<file path="src/rtl/fetch_pkg.sv">
// fetch_pkg: opcode classes, fetch FSM encoding and shared helpers for the fetch stage
package fetch_pkg;
    localparam logic [6:0] OP_R   = 7'b0110011;
    localparam logic [6:0] OP_I   = 7'b0010011;
    localparam logic [6:0] OP_LW  = 7'b0000011;
    localparam logic [6:0] OP_SW  = 7'b0100011;
    localparam logic [6:0] OP_B   = 7'b1100011;
    localparam logic [6:0] OP_JAL = 7'b1101111;

    localparam logic [1:0] S_IDLE     = 2'd0;
    localparam logic [1:0] S_RUN      = 2'd1;
    localparam logic [1:0] S_BR_WAIT  = 2'd2;
    localparam logic [1:0] S_REDIRECT = 2'd3;

    localparam logic [31:0] NOP = 32'h0;

    function automatic logic [15:0] sat_inc(input logic [15:0] c, input logic en);
        return (en && c != 16'hFFFF) ? c + 16'd1 : c;
    endfunction
endpackage

</file>
<file path="src/rtl/rv_src_decode.sv">
// rv_src_decode: RV32I source-register, branch and JAL-offset decode
module rv_src_decode
    import fetch_pkg::*;
#(
    parameter int INSN_W = 32,
    parameter int REG_AW = 5
) (
    input  logic [INSN_W-1:0] insn,
    output logic              uses_rs1,
    output logic              uses_rs2,
    output logic [REG_AW-1:0] rs1,
    output logic [REG_AW-1:0] rs2,
    output logic              is_branch,
    output logic              is_jal,
    output logic [20:0]       jal_offset
);
    logic [6:0] op;
    logic       unused_rd;

    assign op         = insn[6:0];
    assign unused_rd  = ^insn[11:7];
    assign is_branch  = op == OP_B;
    assign is_jal     = op == OP_JAL;
    assign uses_rs1   = op == OP_R || op == OP_I || op == OP_LW || op == OP_SW || is_branch;
    assign uses_rs2   = op == OP_R || op == OP_SW || is_branch;
    assign rs1        = insn[15 +: REG_AW];
    assign rs2        = insn[20 +: REG_AW];
    assign jal_offset = {insn[31], insn[19:12], insn[20], insn[30:21], 1'b0};
endmodule

</file>
<file path="src/rtl/fetch_hazard_unit.sv">
// fetch_hazard_unit: IF stage with RAW stall, branch hold and JAL redirect; FETCH_PERF_CNT_EN adds perf counters
module fetch_hazard_unit
    import fetch_pkg::*;
#(
    parameter int PC_W    = 8,
    parameter int INSN_W  = 32,
    parameter int PC_STEP = 4,
    parameter int REG_AW  = 5
) (
    input  logic              clk,
    input  logic              rst,
    input  logic              start,
    input  logic              stall_in,
    output logic [PC_W-1:0]   imem_addr,
    input  logic [INSN_W-1:0] imem_rdata,
    input  logic              ex_rd_valid,
    input  logic [REG_AW-1:0] ex_rd,
    input  logic              mem_rd_valid,
    input  logic [REG_AW-1:0] mem_rd,
    input  logic              br_resolve,
    input  logic              br_taken,
    input  logic [PC_W-1:0]   br_target,
    output logic [INSN_W-1:0] ifid_insn,
    output logic [PC_W-1:0]   ifid_pc,
    output logic              ifid_valid
`ifdef FETCH_PERF_CNT_EN
    ,
    output logic [15:0]       perf_hazard_cnt,
    output logic [15:0]       perf_branch_cnt,
    output logic [15:0]       perf_issue_cnt
`endif
);
    logic [1:0]        state, state_nx;
    logic [PC_W-1:0]   pc, pc_nx, seq_pc, jal_pc;
    logic              uses_rs1, uses_rs2, is_branch, is_jal;
    logic [REG_AW-1:0] rs1, rs2;
    logic [20:0]       jal_offset;
    logic [31:0]       jal_sext;
    logic              rs1_hz, rs2_hz, hazard, issue;

    rv_src_decode #(.INSN_W(INSN_W), .REG_AW(REG_AW)) u_dec (
        .insn(imem_rdata),
        .uses_rs1(uses_rs1),
        .uses_rs2(uses_rs2),
        .rs1(rs1),
        .rs2(rs2),
        .is_branch(is_branch),
        .is_jal(is_jal),
        .jal_offset(jal_offset)
    );

    // x0 is hardwired, so a matching rd of zero never creates a dependency
    assign rs1_hz = uses_rs1 && rs1 != '0 && ((ex_rd_valid && rs1 == ex_rd) || (mem_rd_valid && rs1 == mem_rd));
    assign rs2_hz = uses_rs2 && rs2 != '0 && ((ex_rd_valid && rs2 == ex_rd) || (mem_rd_valid && rs2 == mem_rd));
    assign hazard = rs1_hz || rs2_hz;

    assign imem_addr = pc;
    assign seq_pc    = pc + PC_W'(PC_STEP);
    assign jal_sext  = {{11{jal_offset[20]}}, jal_offset};
    assign jal_pc    = pc + PC_W'(jal_sext);

    always_comb begin
        state_nx = state;
        pc_nx    = pc;
        issue    = 1'b0;
        case (state)
            S_IDLE: begin
                pc_nx    = '0;
                state_nx = start ? S_RUN : S_IDLE;
            end
            S_RUN: begin
                issue    = !hazard;
                state_nx = hazard ? S_RUN : is_branch ? S_BR_WAIT : is_jal ? S_REDIRECT : S_RUN;
                pc_nx    = (hazard || is_branch) ? pc : is_jal ? jal_pc : seq_pc;
            end
            S_BR_WAIT: begin
                state_nx = br_resolve ? S_RUN : S_BR_WAIT;
                pc_nx    = !br_resolve ? pc : br_taken ? br_target : seq_pc;
            end
            default: state_nx = S_RUN;
        endcase
    end

    // a downstream freeze holds everything, including a pending branch resolve
    always_ff @(posedge clk or negedge rst) begin
        if (!rst) begin
            state      <= S_IDLE;
            pc         <= '0;
            ifid_insn  <= '0;
            ifid_pc    <= '0;
            ifid_valid <= 1'b0;
        end else if (!stall_in) begin
            state      <= state_nx;
            pc         <= pc_nx;
            ifid_insn  <= issue ? imem_rdata : INSN_W'(NOP);
            ifid_pc    <= pc;
            ifid_valid <= issue;
        end
    end

`ifdef FETCH_PERF_CNT_EN
    logic hz_bubble, br_bubble;

    assign hz_bubble = state == S_RUN && hazard;
    assign br_bubble = state == S_BR_WAIT || state == S_REDIRECT;

    always_ff @(posedge clk or negedge rst) begin
        if (!rst) begin
            perf_hazard_cnt <= '0;
            perf_branch_cnt <= '0;
            perf_issue_cnt  <= '0;
        end else if (!stall_in) begin
            perf_hazard_cnt <= sat_inc(perf_hazard_cnt, hz_bubble);
            perf_branch_cnt <= sat_inc(perf_branch_cnt, br_bubble);
            perf_issue_cnt  <= sat_inc(perf_issue_cnt, issue);
        end
    end
`endif
endmodule
</file>
<file path="config.mk">
export PLATFORM = sky130hd
export DESIGN_NAME = fetch_hazard_unit
export DESIGN_NICKNAME = d
export VERILOG_FILES = /design/src/rtl/fetch_pkg.sv /design/src/rtl/rv_src_decode.sv /design/src/rtl/fetch_hazard_unit.sv
export SDC_FILE = /design/constraint.sdc
export NUM_CORES = 1
export LEC_CHECK = 0
export ABC_AREA = 1
export BUFFER_PORTS_ARGS = -buffer_cell sky130_fd_sc_hd__buf_2
export CAP_MARGIN = 5
export CORE_MARGIN = 8
export CORE_UTILIZATION = 25
export DETAILED_ROUTE_END_ITERATION = 6
export PLACE_DENSITY = 0.47
export SLEW_MARGIN = 40
export SYNTH_ARGS = -nofsm -noshare
export SYNTH_HDL_FRONTEND = slang
export SYNTH_SLANG_ARGS = --single-unit
export TNS_END_PERCENT = 20
</file>
<file path="constraint.sdc">
create_clock -name clk -period 1.92 [get_ports clk]
set_input_delay 0.576 -clock clk [delete_from_list [all_inputs] [get_ports clk]]
set_output_delay 0.576 -clock clk [all_outputs]
set_load 0.005 [all_outputs]
</file>
==> impl_results.md, run 1 <==
- Initial antenna violation count: 1
- Port Buffers: 106
- Register area share after synthesis: 0.398
- HPWL Detailed: 8520 um
- Psw: about 0.0013 W
- Clk sinks: 51
- Hold WS: 0.258 ns
- Setup repair bufs after CTS: 0
- CTS Buf Count: 5
- CTS-repair resized insts: 0
- Antenna diodes: 0
- CTS tree: built
- Global-route wire length before repair: around 16000 um
- P&R area growth vs syn: 36.0%
- Sw frac: 0.340
- Clock share of power: 0.273
- Clock-pin slew on the worst setup and hold paths: 0.07 ns
- DR WL/cell: 13.6 um
- Post-synth net total: between 500 and 600
- Crit path from: imem_addr[1]
- Leak: between 2 and 3 nW
- Clock latency on the worst-skew pair: roughly 0.3 ns
- Post-route minimum period: 1.75 ns
- Max-cap violations: 0
- Antenna-violating nets left: 0
- H-tree Lvls: 2
- Die span in x: between 100 and 150 um
- Largest net degree at the start of global routing: 52
- Vias in the first global route: 3301
- Clk buf depth: 2
- Crit path to: imem_addr[3]
- Most common cell after layout, fill and taps aside: nand2_1
- RePlAce Congestion: 0.852
- YS warnings: 0
- Synth Cell Area: 0.00321 mm2
- Commonest register cell after synthesis: dfrtp_1
- Outcome: completed
- Setup violators final: 0
- Post-route clock skew: 0.00796 ns
- DR iter-0 viols: 152
- Crit start category: flip-flop
- Number of synthesized register bits: 51
- Slew margin rel.: 0.771
- # nets final: 653
- GRT Total Usage: 0.125
- Core ar.: roughly 0.013 mm2
- Final hold vios: 0
- R2R cell count: 7
- Post-synth EDFFs: 0
- Via count: 3190
- Critical Path RT: 2.15 ns
- Synth Instances: 446
- Power Internal: 0.00257 W
- Fmax: roughly 570 MHz
- Routed wire length: 10300 um
- Comb power frac: 0.364
- Worst vdd ir: approximately 0.36 mV
- Max FO, Critical Path: 3
- Root Buffer: clkbuf_16
- Commonest cells after routing, fill and taps aside: nand2_1, buf_2, dfrtp_1, nand3_1, inv_1
- DR vias/cell: 4.22
- Post-Layout Cell Count: about 760
- Synth cell types: 29
- RSZ-0062 raised after global routing: false
- Reg2reg start: imem_addr[1]
- FF-to-FF setup slack: between 0.15 and 0.2 ns
- Starting Density: 0.255
- GRT overflow: 0
- Layout Utilization: 0.347
- Die footprint: 0.0167 mm2
- CP Capture Type: flip-flop
- Setup TNS: 0 ns
- Part of the power in registers: 0.363
- Min-Delay Path Class: in2async
- Remaining DRCs: 0
- Fin. max-slew vios: 0
- IO Pins: around 110
- Initial DRT Pass Iterations: 6
- Critical path type: reg2reg
- # rows: between 40 and 50
- Placed cells: 748
- Syn Area/Cell: 7.19 um2
- Fraction of layout cells with a size suffix above 1: 0.318
- R2r endpoint: imem_addr[3]
- Die Height: between 100 and 150 um
- Ys async rst share: 1.00
- Worst EP arrival: between 1.5 and 2 ns
- Fin crit share: 0.909
- PD cells: 895 mW/mm2
- Worst-Margin Slew: 0.343 ns
- CTS Hold Bufs: 0
## synthesized netlist by cell type (all sizes together) (3+ instances only)
cell | instances | area [um2]
xor2 | 4 | 35.0
nand3 | 44 | 225
buf | 4 | 46.3
nand2 | 191 | 777
dfrtp | 51 | 1280
a21oi | 11 | 55.1
o21ai | 32 | 216
nor3 | 3 | 20.0
nand4 | 5 | 31.3
clkbuf | 8 | 30.0
inv | 46 | 173
ha | 11 | 138
nor2 | 30 | 129
## per-layer routing
layer | track usage | wire length (um) | vias to the layer above
met5 | 0 | 13 | -
met4 | 0.0270 | 85 | 2
met3 | 0.0399 | 670 | 9
met2 | 0.211 | 4850 | 74
met1 | 0.152 | 4680 | 1434
li1 | - | - | 1671
## how the worst min path moves through the flow
stage,slack [ns],end,start
4_1_cts,0.26,imem_addr[0],rst
5_1_grt,0.27,imem_addr[0],rst
2_1_floorplan,0.28,ifid_insn[0],rst
3_3_place_gp,0.46,ifid_insn[8],ifid_insn[8]
6_report,0.26,imem_addr[0],rst
3_5_place_dp,0.46,ifid_insn[22],ifid_insn[22]
## stage by stage
stage / setup WS (ns) / total power [W] / instance area [um2]
floorplan: 0.0859 / 0.00220 / 3210
global placement: -0.0909 / 0.00287 / 4180
detailed placement: -0.112 / 0.00289 / 4180
CTS: 0.160 / 0.00399 / 4360
global route: 0.0396 / 0.00421 / 4360
finish: 0.175 / 0.00390 / 4360
## logic make-up after synthesis
group / synth area share
xor+xnor: 0.0137
simple gates: 0.371
compound gates: 0.0890
fa+ha+maj: 0.0492
flops: 0.398
buf+inv: 0.0788
## state kept, by name, indices dropped and copies added (netlist names)
register / count
ifid_insn: 32
ifid_pc: 8
imem_addr: 8
state: 2
ifid_valid: 1
## layout make-up
type | count | area [um2]
clock buffers | 6 | 139
clock inverters | 2 | 38.8
fillers | 1382 | 8210
inverters | 47 | 176
multi-input cells | 336 | 1680
flip-flops and latches | 51 | 1280
well taps | 172 | 215
repair buffers | 142 | 838
## power groups by stage
stage	Combinational (W)	Clock (W)	Sequential, W
final	0.00142	0.00107	0.00142
after global routing	0.00161	0.00115	0.00145
after CTS	0.00146	0.00111	0.00142
after detailed placement	0.00145	0	0.00144
after global placement	0.00144	0	0.00143
after floorplan	0.000730	0	0.00147
## worst max-delay path, stage by stage (launching register included)
cell and delay, ns:
dfrtp_1 0.39, ha_1 0.23, fa_1 0.43, xor2_1 0.22
a21oi_1 0.06, o21ai_0 0.15, nand2_1 0.08, o21ai_2 0.13
Power figures use the tool's default switching activity.
==> run 2: changes to the inputs <==
--- a/config.mk
+++ b/config.mk
@@ -6,6 +6,7 @@
 export NUM_CORES = 1
 export LEC_CHECK = 0
 export ABC_AREA = 1
+export ABC_CLOCK_PERIOD_IN_PS = 1920
 export BUFFER_PORTS_ARGS = -buffer_cell sky130_fd_sc_hd__buf_2
 export CAP_MARGIN = 5
 export CORE_MARGIN = 8
==> constraint.sdc (replaced) <==
create_clock -name clk -period 1.92 [get_ports clk]
set_input_delay 0.384 -clock clk [delete_from_list [all_inputs] [get_ports clk]]
set_output_delay 0.384 -clock clk [all_outputs]
set_load 0.005 [all_outputs]
==> run 2 against run 1 <==
Clock-buffer cell count stayed put. Wire length is 1.7% lower. Non-clock buffer count is 20 lower. Worst hold slack better by 0.058 ns. Sequential share of layout area is 1.1 points higher. Sequential cell count stayed put. Fmax is 0.31% higher. Via count is 0.41% lower. Critical path depth is 3 higher. Die area stayed put. Clock skew is 0.0025 ns lower. Combinational power is 6% lower. Critical path type unchanged. Critical endpoint is now imem_addr[7]. Largest power group unchanged.
==> impl_results.md, run 2 (synthesized netlist as in run 1, its figures left out) <==
- Starting Density: 0.255
- Critical path type: reg2reg
- FF-to-FF setup slack: roughly 0.18 ns
- Largest net degree at the start of global routing: 47
- Global-route wire length before repair: 16300 um
- Worst-Margin Slew: 0.400 ns
- RSZ-0062 raised after global routing: false
- Fmax: 575 MHz
- Clock-pin slew on the worst setup and hold paths: approximately 0.070 ns
- Initial antenna violation count: 1
- Port Buffers: 106
- Worst EP arrival: 1.92 ns
- Root Buffer: clkbuf_16
- Core ar.: 0.0126 mm2
- Post-route clock skew: 0.00548 ns
- DR WL/cell: 13.8 um
- GRT Total Usage: 0.123
- Remaining DRCs: 0
- Top Family by Delay on Critical Path: adder cells
- Fin. max-slew vios: 0
- Setup ws final: roughly 0.18 ns
- Worst path slowest cell: fa_2
- H-tree Lvls: 2
- DR iter-0 viols: 156
- Via count: 3177
- # nets final: 633
- Antenna diodes: 0
- Clk buf depth: 2
- Die span in x: 129 um
- Slew margin rel.: 0.733
- Filler Cells Inserted: 1392
- Initial DRT Pass Iterations: 6
- P&R area growth vs syn: 31.0%
- CTS Buf Count: 5
- Layout Utilization: 0.334
- # rows: 41
- Post-Layout Cell Count: ~740
- Placed cells: 727
- CP Capture Type: flip-flop
- CP peak stage delay: 0.39 ns
- Final hold vios: 0
- Antenna-violating nets left: 0
- Vias in the first global route: 3276
- PD cells: 906 mW/mm2
- CTS tree: built
- GRT overflow: 0
- Post-route minimum period: approximately 1.7 ns
- Max-cap violations: 0
- Clk sinks: 51
- Worst vdd ir: 0.338 mV
- Design Area, Final: between 0.004 and 0.005 mm2
- Crit-path cells: ha_1, fa_2, nand4_1, nand3_1, nand2_1, nand3_1, nand2_1, nand2_1, nand2_1, o21ai_2
- Critical Path RT: 2.10 ns
- Routed wire length: 10100 um
- Worst slack at placement: -0.0601 ns
- Leak: 2.41 nW
- Die footprint: around 0.017 mm2
- Die Height: between 100 and 150 um
- Setup violators final: 0
- Outcome: completed
- Clock latency on the worst-skew pair: 0.29 ns
- WP buf/inv: 0
- Crit start category: flip-flop
- RePlAce Congestion: about 0.86
- Cell Area, Placed: approximately 0.004 mm2
- DR vias/cell: around 4.3
- Max reg flops: 32
- HPWL Detailed: ~8300 um
- Commonest cells after routing, fill and taps aside: nand2_1, buf_2, dfrtp_1, nand3_1, inv_1
- IO Pins: around 110
- Fraction of layout cells with a size suffix above 1: 0.296
- Most common cell after layout, fill and taps aside: nand2_1
- Biggest register: ifid_insn
- Setup repair bufs after CTS: 0
- Min-Delay Path Class: in2reg
- Most frequent CP cell: nand2_1
- Max FO, Critical Path: 3
- Fin crit share: 0.906
[run 2: metal layers]
metal  routed length (um)  GRT usage
met5                   13          0
met4                   94     0.0276
met3                  650     0.0349
met2                 4860      0.209
met1                 4510      0.149
[run 2: timing repair]
action                                  in CTS  in global routing
endpoints found under the hold margin        5                  0
endpoints found under the setup margin       0                 13
resized for setup                            0                  3
hold buffers                                 1                  0
[run 2: layout make-up]
cell class	count	area (um2)	area share
clock inverters	2	38.8	0.00924
multi-input cells	336	1690	0.402
flip-flops and latches	51	1280	0.304
clock buffers	6	139	0.0331
well taps	172	215	0.0513
inverters	47	176	0.0420
repair buffers	122	666	0.159
[run 2: tightest hold or removal path: stages]
cell	delay [ns]
buf_2	0.07
nand3_1	0.06
nand2_1	0.05
[run 2: power breakdown]
part	internal, W	switching [W]	total [W]
registers	0.00128	0.000119	0.00140
clock network	0.000656	0.000414	0.00107
logic	0.000563	0.000773	0.00134
total	0.00250	0.00131	0.00380
[run 2: per-stage QoR]
stage | hold WS [ns] | setup TNS [ns] | power (W)
5_1_grt | 0.311 | 0 | 0.00411
3_5_place_dp | 0.226 | -0.325 | 0.00278
4_1_cts | 0.305 | 0 | 0.00388
3_3_place_gp | 0.226 | -0.124 | 0.00277
6_report | 0.316 | 0 | 0.00380
2_1_floorplan | 0.0884 | 0 | 0.00220
[run 2: path summary, 6_finish.rpt]
check,from,endpoint,cells after the start
max in group asynchronous,rst,ifid_insn[18],3
min in group asynchronous,rst,ifid_pc[0],2
max,imem_addr[1],imem_addr[7],10
min,imem_rdata[31],ifid_insn[31],3
max reg2reg,imem_addr[1],imem_addr[7],10
min reg2reg,ifid_insn[3],ifid_insn[3],2
==> run 3: changes to the inputs <==
==> constraint.sdc (replaced) <==
create_clock -name clk -period 1.92 [get_ports clk]
set_input_delay 0.096 -clock clk [delete_from_list [all_inputs] [get_ports clk]]
set_output_delay 0.096 -clock clk [all_outputs]
set_load 0.005 [all_outputs]
==> run 3 against run 2 <==
Clock-buffer cell count unchanged. Largest cell class unchanged. Critical endpoint unchanged. Via count decreased by 0.98%. Clock skew increased by 0.0011 ns. Clock power decreased by 7%.
==> impl_results.md, run 3 (synthesized netlist as in run 1, its figures left out) <==
- Root Buffer: clkbuf_16
- Critical Path RT: 2.10 ns
- Largest net degree at the start of global routing: 30
- Commonest cells after routing, fill and taps aside: nand2_1, buf_2, dfrtp_1, nand3_1, inv_1
- Post-route clock skew: 0.00658 ns
- RSZ-0062 raised after global routing: false
- GRT overflow: 0
- DR WL/cell: approximately 14 um
- CP Capture Type: flip-flop
- # nets final: 630
- Setup violators final: 0
- Routed wire length: ~10000 um
- Clk sinks: 51
- Min-Delay Path Class: in2reg
- Fin crit share: 0.901
- GRT Total Usage: 0.128
- Psw: 0.00130 W
- IO Pins: approximately 110
- Hold WS: 0.0250 ns
- Crit path from: imem_addr[1]
- Setup repair bufs after CTS: 0
- WP buf/inv: 0
- Vias in the first global route: between 3000 and 4000
- Worst EP arrival: between 1.5 and 2 ns
- Max-cap violations: 0
- Top Family by Delay on Critical Path: adder cells
- # rows: 41
- Crit-path cells: ha_1, fa_2, nand4_1, nand3_1, nand2_1, nand3_1, nand2_1, nand2_1, nand2_1, o21ai_2
- H-tree Lvls: 2
- RePlAce Congestion: 0.869
- Worst vdd ir: between 0.3 and 0.4 mV
- Setup TNS: 0 ns
- Max FO, Critical Path: 4
- Via count: 3146
- HPWL Detailed: 8490 um
- Die Height: roughly 130 um
- Worst slack at placement: 0.150 ns
- Max reg flops: 32
- Leak: 2.39 nW
- Fraction of layout cells with a size suffix above 1: 0.288
- Remaining DRCs: 0
- Port Buffers: around 110
- Fin. max-slew vios: 0
- DR vias/cell: ~4.3
- Comb power frac: 0.356
- Post-route minimum period: approximately 1.7 ns
- Starting Density: 0.255
- Worst-Margin Slew: 0.583 ns
- CP peak stage delay: 0.41 ns
- Setup ws final: roughly 0.19 ns
- Die footprint: approximately 0.017 mm2
- Most frequent CP cell: nand2_1
- Design Area, Final: 0.00416 mm2
- CTS tree: built
- Slew margin rel.: 0.611
- Part of the power in registers: 0.380
- Clk buf depth: 2
- Cell Area, Placed: ~0.0040 mm2
- Clock-pin slew on the worst setup and hold paths: about 0.070 ns
- Reg2reg start: imem_addr[1]
- Hold path start: imem_rdata[8]
- Clock share of power: 0.264
- Biggest register: ifid_insn
- Clock latency on the worst-skew pair: 0.29 ns
- Power Internal: 0.00246 W
- Worst path slowest cell: dfrtp_1
- Crit start category: flip-flop
- Outcome: completed
- CTS Buf Count: 5
- DR iter-0 viols: 133
- Sw frac: 0.347
- P&R area growth vs syn: 29.8%
- Global-route wire length before repair: 16900 um
- Antenna diodes: 0
- Most common cell after layout, fill and taps aside: nand2_1
- Initial antenna violation count: 0
- Fmax: 578 MHz
- Initial DRT Pass Iterations: 5
- PD cells: 904 mW/mm2
- Critical path type: reg2reg
- Final hold vios: 0
- Die span in x: 129 um
- Core ar.: 0.0126 mm2
- Antenna-violating nets left: 0
-- run 3: final timing paths --
kind	endpoint	slack, ns	cells after the start
max	imem_addr[7]	0.19	10
min	ifid_insn[8]	0.03	3
max reg2reg	imem_addr[7]	0.19	10
min reg2reg	ifid_insn[22]	0.48	2
max in group asynchronous	ifid_insn[5]	1.01	3
min in group asynchronous	ifid_pc[5]	0.34	2
-- run 3: power by group through the flow --
| stage | registers [W] | logic [W] | clock network [W] |
|---|---|---|---|
| after floorplan | 0.00147 | 0.000730 | 0 |
| after global placement | 0.00144 | 0.00136 | 0 |
| after detailed placement | 0.00145 | 0.00136 | 0 |
| after CTS | 0.00143 | 0.00137 | 0.00104 |
| after global routing | 0.00147 | 0.00152 | 0.00108 |
| final | 0.00143 | 0.00134 | 0.000994 |
-- run 3: cell type report --
cell class                      count  area [um2]
Fill cell                        1402        8410
Multi-Input combinational cell    336        1680
Tap cell                          172         215
Clock buffer                        6         129
Timing Repair Buffer              119         656
Clock inverter                      1        30.0
Inverter                           47         176
Sequential cell                    51        1280
-- run 3: repair_timing --
item                       in CTS  in global routing
setup endpoints to repair       0                  1
hold endpoints to repair       22                  0
hold buffers                    1                  0
resized for setup               0                  1
-- run 3: per-layer routing --
metal  GRT usage  wire length, um  vias to the layer above
met2       0.212             4780                       68
met5           0                0                        -
met3      0.0333              660                        8
met1       0.160             4850                     1440
li1            -                -                     1630
met4      0.0318               91                        0
-- run 3: stage by stage --
step / std cells / total power (W) / utilization
6_report: 732 / 0.00376 / 0.331
3_5_place_dp: 724 / 0.00281 / 0.317
3_3_place_gp: 724 / 0.00280 / 0.317
2_1_floorplan: 446 / 0.00220 / -
4_1_cts: 732 / 0.00383 / 0.331
5_1_grt: 732 / 0.00406 / 0.331
-- run 3: tightest hold or removal path, delay by kind of cell --
family	cells	cell delay (ns)
AND/OR/NAND/NOR	2	0.11
buffers and inverters	1	0.07
